**src/rtl/adder_arbiter.sv**
```systemverilog
// adder_arbiter
// Round-robin arbiter that shares one 16-bit ripple-carry adder among
// NUM_REQ requesters. The winner's operands are added in the cycle they are
// accepted. The sum, the carry-out and the requester id are stored in a
// single-entry response buffer.
//
// Ports:
//   clk        rising-edge clock
//   rst_n      asynchronous active-low reset
//   req_valid  per-requester operand valid
//   req_a      packed operand A, requester i at [i*WIDTH +: WIDTH]
//   req_b      packed operand B, same packing
//   req_ready  per-requester accept, one-hot or zero
//   rsp_valid  response buffer holds a result
//   rsp_sum    (a+b) mod 2^16
//   rsp_carry  carry-out of the add
//   rsp_id     requester that produced the buffered result
//   rsp_ready  consumer takes the buffered result
//   op_count   number of accepted operations, wraps at 2^16
module adder_arbiter #(
  parameter int NUM_REQ = 4,
  parameter int ID_W    = 2,
  parameter int WIDTH   = 16
) (
  input  logic                     clk,
  input  logic                     rst_n,
  input  logic [NUM_REQ-1:0]       req_valid,
  input  logic [NUM_REQ*WIDTH-1:0] req_a,
  input  logic [NUM_REQ*WIDTH-1:0] req_b,
  output logic [NUM_REQ-1:0]       req_ready,
  output logic                     rsp_valid,
  output logic [WIDTH-1:0]         rsp_sum,
  output logic                     rsp_carry,
  output logic [ID_W-1:0]          rsp_id,
  input  logic                     rsp_ready,
  output logic [15:0]              op_count
);

  typedef enum logic {EMPTY, FULL} state_t;

  state_t            state_q, state_d;
  logic [ID_W-1:0]   ptr_q, ptr_d;
  logic [15:0]       opCount_q, opCount_d;
  logic [WIDTH-1:0]  rspSum_q;
  logic              rspCarry_q;
  logic [ID_W-1:0]   rspId_q;

  logic              grantFound;
  logic [ID_W-1:0]   grantIdx;
  int                scanIdx;
  logic              canAccept;
  logic              accept;
  logic [WIDTH-1:0]  opA, opB;
  logic [WIDTH-1:0]  sumBits;
  logic [WIDTH:0]    carryChain;

  // Cyclic priority search. The scan starts at the pointer and wraps
  // modulo NUM_REQ. The first valid requester it finds wins.
  always_comb begin
    grantFound = 1'b0;
    grantIdx   = '0;
    scanIdx    = 0;
    for (int k = 0; k < NUM_REQ; k++) begin
      scanIdx = int'(ptr_q) + k;
      if (scanIdx >= NUM_REQ) scanIdx = scanIdx - NUM_REQ;
      if (!grantFound && req_valid[ID_W'(scanIdx)]) begin
        grantFound = 1'b1;
        grantIdx   = ID_W'(scanIdx);
      end
    end
  end

  // The buffer can take a new result if it is empty or is being drained on
  // this same edge. This gives back-to-back throughput. rst_n gates the
  // handshake so that nothing is offered while the block is held in reset.
  always_comb begin
    canAccept = (state_q == EMPTY) | rsp_ready;
    accept    = rst_n & canAccept & grantFound;
    for (int i = 0; i < NUM_REQ; i++) begin
      req_ready[i] = accept && (grantIdx == ID_W'(i));
    end
  end

  // Operand mux for the granted requester, followed by the shared
  // ripple-carry adder with carry-in 0. The carry chain is built
  // explicitly, bit by bit.
  always_comb begin
    opA = '0;
    opB = '0;
    for (int i = 0; i < NUM_REQ; i++) begin
      if (grantIdx == ID_W'(i)) begin
        opA = req_a[i*WIDTH +: WIDTH];
        opB = req_b[i*WIDTH +: WIDTH];
      end
    end
    carryChain    = '0;
    carryChain[0] = 1'b0;
    sumBits       = '0;
    for (int i = 0; i < WIDTH; i++) begin
      sumBits[i]      = opA[i] ^ opB[i] ^ carryChain[i];
      carryChain[i+1] = (opA[i] & opB[i]) | (carryChain[i] & (opA[i] ^ opB[i]));
    end
  end

  // FSM state register.
  always_ff @(posedge clk or negedge rst_n) begin
    if (!rst_n) state_q <= EMPTY;
    else        state_q <= state_d;
  end

  // FSM next state. If an accept happens while the buffer is full, the
  // buffer stays FULL and its contents are replaced. Without an accept,
  // the buffer empties once the consumer takes the result.
  always_comb begin
    state_d = state_q;
    case (state_q)
      EMPTY:   if (accept) state_d = FULL;
      FULL:    if (!accept && rsp_ready) state_d = EMPTY;
      default: state_d = EMPTY;
    endcase
  end

  // FSM outputs.
  always_comb begin
    rsp_valid = (state_q == FULL);
  end

  // Next pointer and next counter. Both move only on an accept. The
  // pointer goes to the requester just after the winner.
  always_comb begin
    ptr_d     = ptr_q;
    opCount_d = opCount_q;
    if (accept) begin
      ptr_d     = (grantIdx == ID_W'(NUM_REQ-1)) ? '0 : grantIdx + 1'b1;
      opCount_d = opCount_q + 16'd1;
    end
  end

  // Response buffer, pointer and counter. The buffer is loaded only on an
  // accept, so it holds its contents under backpressure.
  always_ff @(posedge clk or negedge rst_n) begin
    if (!rst_n) begin
      ptr_q      <= '0;
      opCount_q  <= '0;
      rspSum_q   <= '0;
      rspCarry_q <= 1'b0;
      rspId_q    <= '0;
    end else begin
      ptr_q     <= ptr_d;
      opCount_q <= opCount_d;
      if (accept) begin
        rspSum_q   <= sumBits;
        rspCarry_q <= carryChain[WIDTH];
        rspId_q    <= grantIdx;
      end
    end
  end

  assign rsp_sum   = rspSum_q;
  assign rsp_carry = rspCarry_q;
  assign rsp_id    = rspId_q;
  assign op_count  = opCount_q;

endmodule
```
**config.mk**
```make
export PLATFORM = sky130hd
export DESIGN_NAME = adder_arbiter
export DESIGN_NICKNAME = d
export VERILOG_FILES = /design/src/rtl/adder_arbiter.sv
export SDC_FILE = /design/constraint.sdc
export NUM_CORES = 1
export LEC_CHECK = 0
export CORE_MARGIN = 4
export CORE_UTILIZATION = 39
export DETAILED_ROUTE_END_ITERATION = 7
export PLACE_DENSITY_LB_ADDON = 0.2
export SETUP_SLACK_MARGIN = 0.5
export SLEW_MARGIN = 15
export SYNTH_ARGS = -nofsm -noshare
export SYNTH_HDL_FRONTEND = slang
export SYNTH_SLANG_ARGS = --single-unit
export TNS_END_PERCENT = 30
```
**constraint.sdc**
```tcl
create_clock -name clk -period 10.8 [get_ports clk]
set_input_delay 1.62 -clock clk [delete_from_list [all_inputs] [get_ports clk]]
set_output_delay 1.62 -clock clk [all_outputs]
set_load 0.02 [all_outputs]
```
==> metrics, run 1 <==
outcome=finished clean; CTS Buf Count=5; CTS tree=yes; largest net degree at the start of global routing=42; fin. max-slew vios=0; crit path from=req_valid[0]; # H-tree levels=2; Syn. warnings=0; initial detailed-routing violation count=121; CP max FO=23; worst hold path type=flop to flop; share of cells above drive strength 1=0.0390; static leakage=2.12 nW; hpwl dp=8.25 mm; Antenna Nets Post-Route=0; CTS Hold Buffers Added=0; Final setup viols=0; syn nets=536; Critical Path RT=10.98 ns; Starting Density=0.400; P&R area growth vs syn=61.0%; total gr overflow=0; fmax=103 MHz; commonest non-fill, non-tap cell in the layout=clkdlybuf4s50_1; syn avg cell area=8.09 µm²; EDFF count, synth=0; worst rel slew slack=0.360; Final TNS setup=0 ns; crit start category=input pin; top cell type's share of synthesized area=0.309; routed len/inst=15.7 µm; r2r startpoint=ptr_q[1]$_DFFE_PN0P_; Main synth FF type=dfrtp_1; RSZ-0062 raised after global routing=false; top cells by area, synth=dfrtp_1 (31%), fa_1 (9.8%), nand2_1 (8.8%); Seq cells post-synth=38; area leader, netlist=dfrtp_1; Critical Path AT=9.85 ns; Nets=695; first-pass GRT wire length=15.8 mm; Mapped Cells=380; CP dominant cell by count=fa_1; Top Family by Delay on Critical Path=adder cells; FP Rows=32; max incr delay on CP=0.51 ns; later-pin clock latency in the skew report=0.28 ns; Die Span Y=96.8 µm; Worst Setup End Kind=flop; clock-pin slew on the worst setup and hold paths=0.07 ns; DR vias/cell=5.14; commonest non-fill, non-tap cells in the layout=clkdlybuf4s50_1 (173), nand2_1 (72), dfrtp_1 (38), a21oi_1 (30); TritonRoute pass-1 iters=4; Final Skew=0.00252 ns; Worst-Margin Slew=0.956 ns; Die X=96.8 µm; worst hold slack=0.475 ns; Final Hold Fails=0; postcts setup bufs=0; Synth async-reset ratio=1.00; Final Critical Period=9.67 ns; DRC=0; post-CTS resize count=0; WS Path Type=input pin to flop; diode count=0; routed vias=3292; WL final=10.1 mm; Yosys cell types=33; max-cap violation count=0; critical path's slowest cell=clkdlybuf4s50_1; Seq/Total Area, Yosys=0.309; die area=9360 µm²; WP buf/inv=6; TritonCTS sink count=38; min-delay src=op_count[15]$_DFFE_PN0P_; Total GRT Usage=0.206; initial antenna violation count=0; vias in the first global route=3308; Core ar.=7690 µm²; Ports=175; Cell Pwr Density=195 nW/µm²; root buf cell=clkbuf_8; Post-Synthesis Cell Area=3070 µm²; CTS Buffer Depth=2; I/O Buffers=174; Final period util=0.895; gpl congestion=0.788; maximum vdd drop=0.0728 mV
[through the flow]
stage | util | area [µm²] | setup WS [ns] | std cells | power [W]
after floorplan | - | 3070 | 1.69 | 380 | 0.000613
after global placement | 0.633 | 4870 | 1.02 | 634 | 0.000860
after detailed placement | 0.633 | 4870 | 0.798 | 634 | 0.000883
after CTS | 0.644 | 4950 | 1.10 | 641 | 0.000975
after global routing | 0.644 | 4950 | 0.642 | 641 | 0.00105
final | 0.644 | 4950 | 1.13 | 641 | 0.000965
[layout make-up]
cell class	count	area [µm²]
Clock inverter	2	10.0
Clock buffer	5	68.8
Multi-Input combinational cell	288	1910
Sequential cell	38	951
Inverter	25	93.8
Tap cell	102	128
Timing Repair Buffer	181	1790
Fill cell	668	2740
[worst paths after layout]
path	endpoint	slack (ns)	depth (start not counted)
max in group asynchronous	rsp_sum[4]$_DFFE_PN0P_	8.81	1
max reg2reg	rsp_sum[15]$_DFFE_PN0P_	2.50	28
min in group asynchronous	ptr_q[0]$_DFFE_PN0P_	1.45	1
min	op_count[15]$_DFFE_PN0P_	0.48	1
max	rsp_sum[15]$_DFFE_PN0P_	1.13	29
min reg2reg	op_count[15]$_DFFE_PN0P_	0.48	1
[report_power, final]
part	switching [W]	leakage (nW)	internal (W)	total (W)
combinational	0.000342	1.59	0.000302	0.000644
sequential	0.0000400	0.479	0.000192	0.000232
clock	0.0000456	0.0438	0.0000432	0.0000889
[per-layer routing]
metal / part of all wire / GRT usage / vias to the layer above / routed length [µm]
met5: 0 / 0 / - / 0
met4: 0.024 / 0.0713 / 0 / 244
met3: 0.085 / 0.0649 / 19 / 858
met2: 0.49 / 0.349 / 129 / 4890
met1: 0.41 / 0.245 / 1532 / 4080
li1: - / - / 1612 / -
[cell usage after synthesis (all sizes together), types with 2 or more instances]
library cell   n
a21oi         30
nand2         72
nand2b         3
o31ai          2
nor2          25
buf           11
mux2i          5
xnor2         12
nand4          4
ha             6
clkbuf        18
dfrtp         38
a22oi         18
nand3          8
and2           4
a211o         18
xor2           3
inv           25
nor2b         12
o21ai         23
fa            15
a221oi        10
nor3          11
[worst register-to-register path: cells and delay by family (launching register included)]
family / cells / cell delay, ns
mux: 1 / 0.20
buf+inv: 5 / 0.61
flops: 1 / 0.44
fa+ha+maj: 16 / 6.04
compound gates: 2 / 0.28
simple gates: 4 / 0.59
[kinds of logic after synthesis]
family | Yosys count | share of synthesized area
muxes | 5 | 0.0163
xor gates and xnor gates | 15 | 0.0428
DFF | 38 | 0.309
adders and majority gates | 21 | 0.122
and+or+nand+nor | 143 | 0.208
AOI/OAI and AO/OA | 104 | 0.228
buffers and inverters | 54 | 0.0733
[registers in the layout (all words and copies together) (netlist names)]
name / count
rsp_sum: 16
rsp_valid: 1
ptr_q: 2
op_count: 16
rsp_carry: 1
rsp_id: 2
No activity file was read; power rests on OpenSTA's default activity.
==> run 2, diff against run 1 <==
--- a/config.mk
+++ b/config.mk
@@ -5,6 +5,7 @@
 export SDC_FILE = /design/constraint.sdc
 export NUM_CORES = 1
 export LEC_CHECK = 0
+export CAP_MARGIN = 20
 export CORE_MARGIN = 4
 export CORE_UTILIZATION = 39
 export DETAILED_ROUTE_END_ITERATION = 7
==> results of run 2 <==
The final DEF is identical to that of run 1; final timing and power are the same.
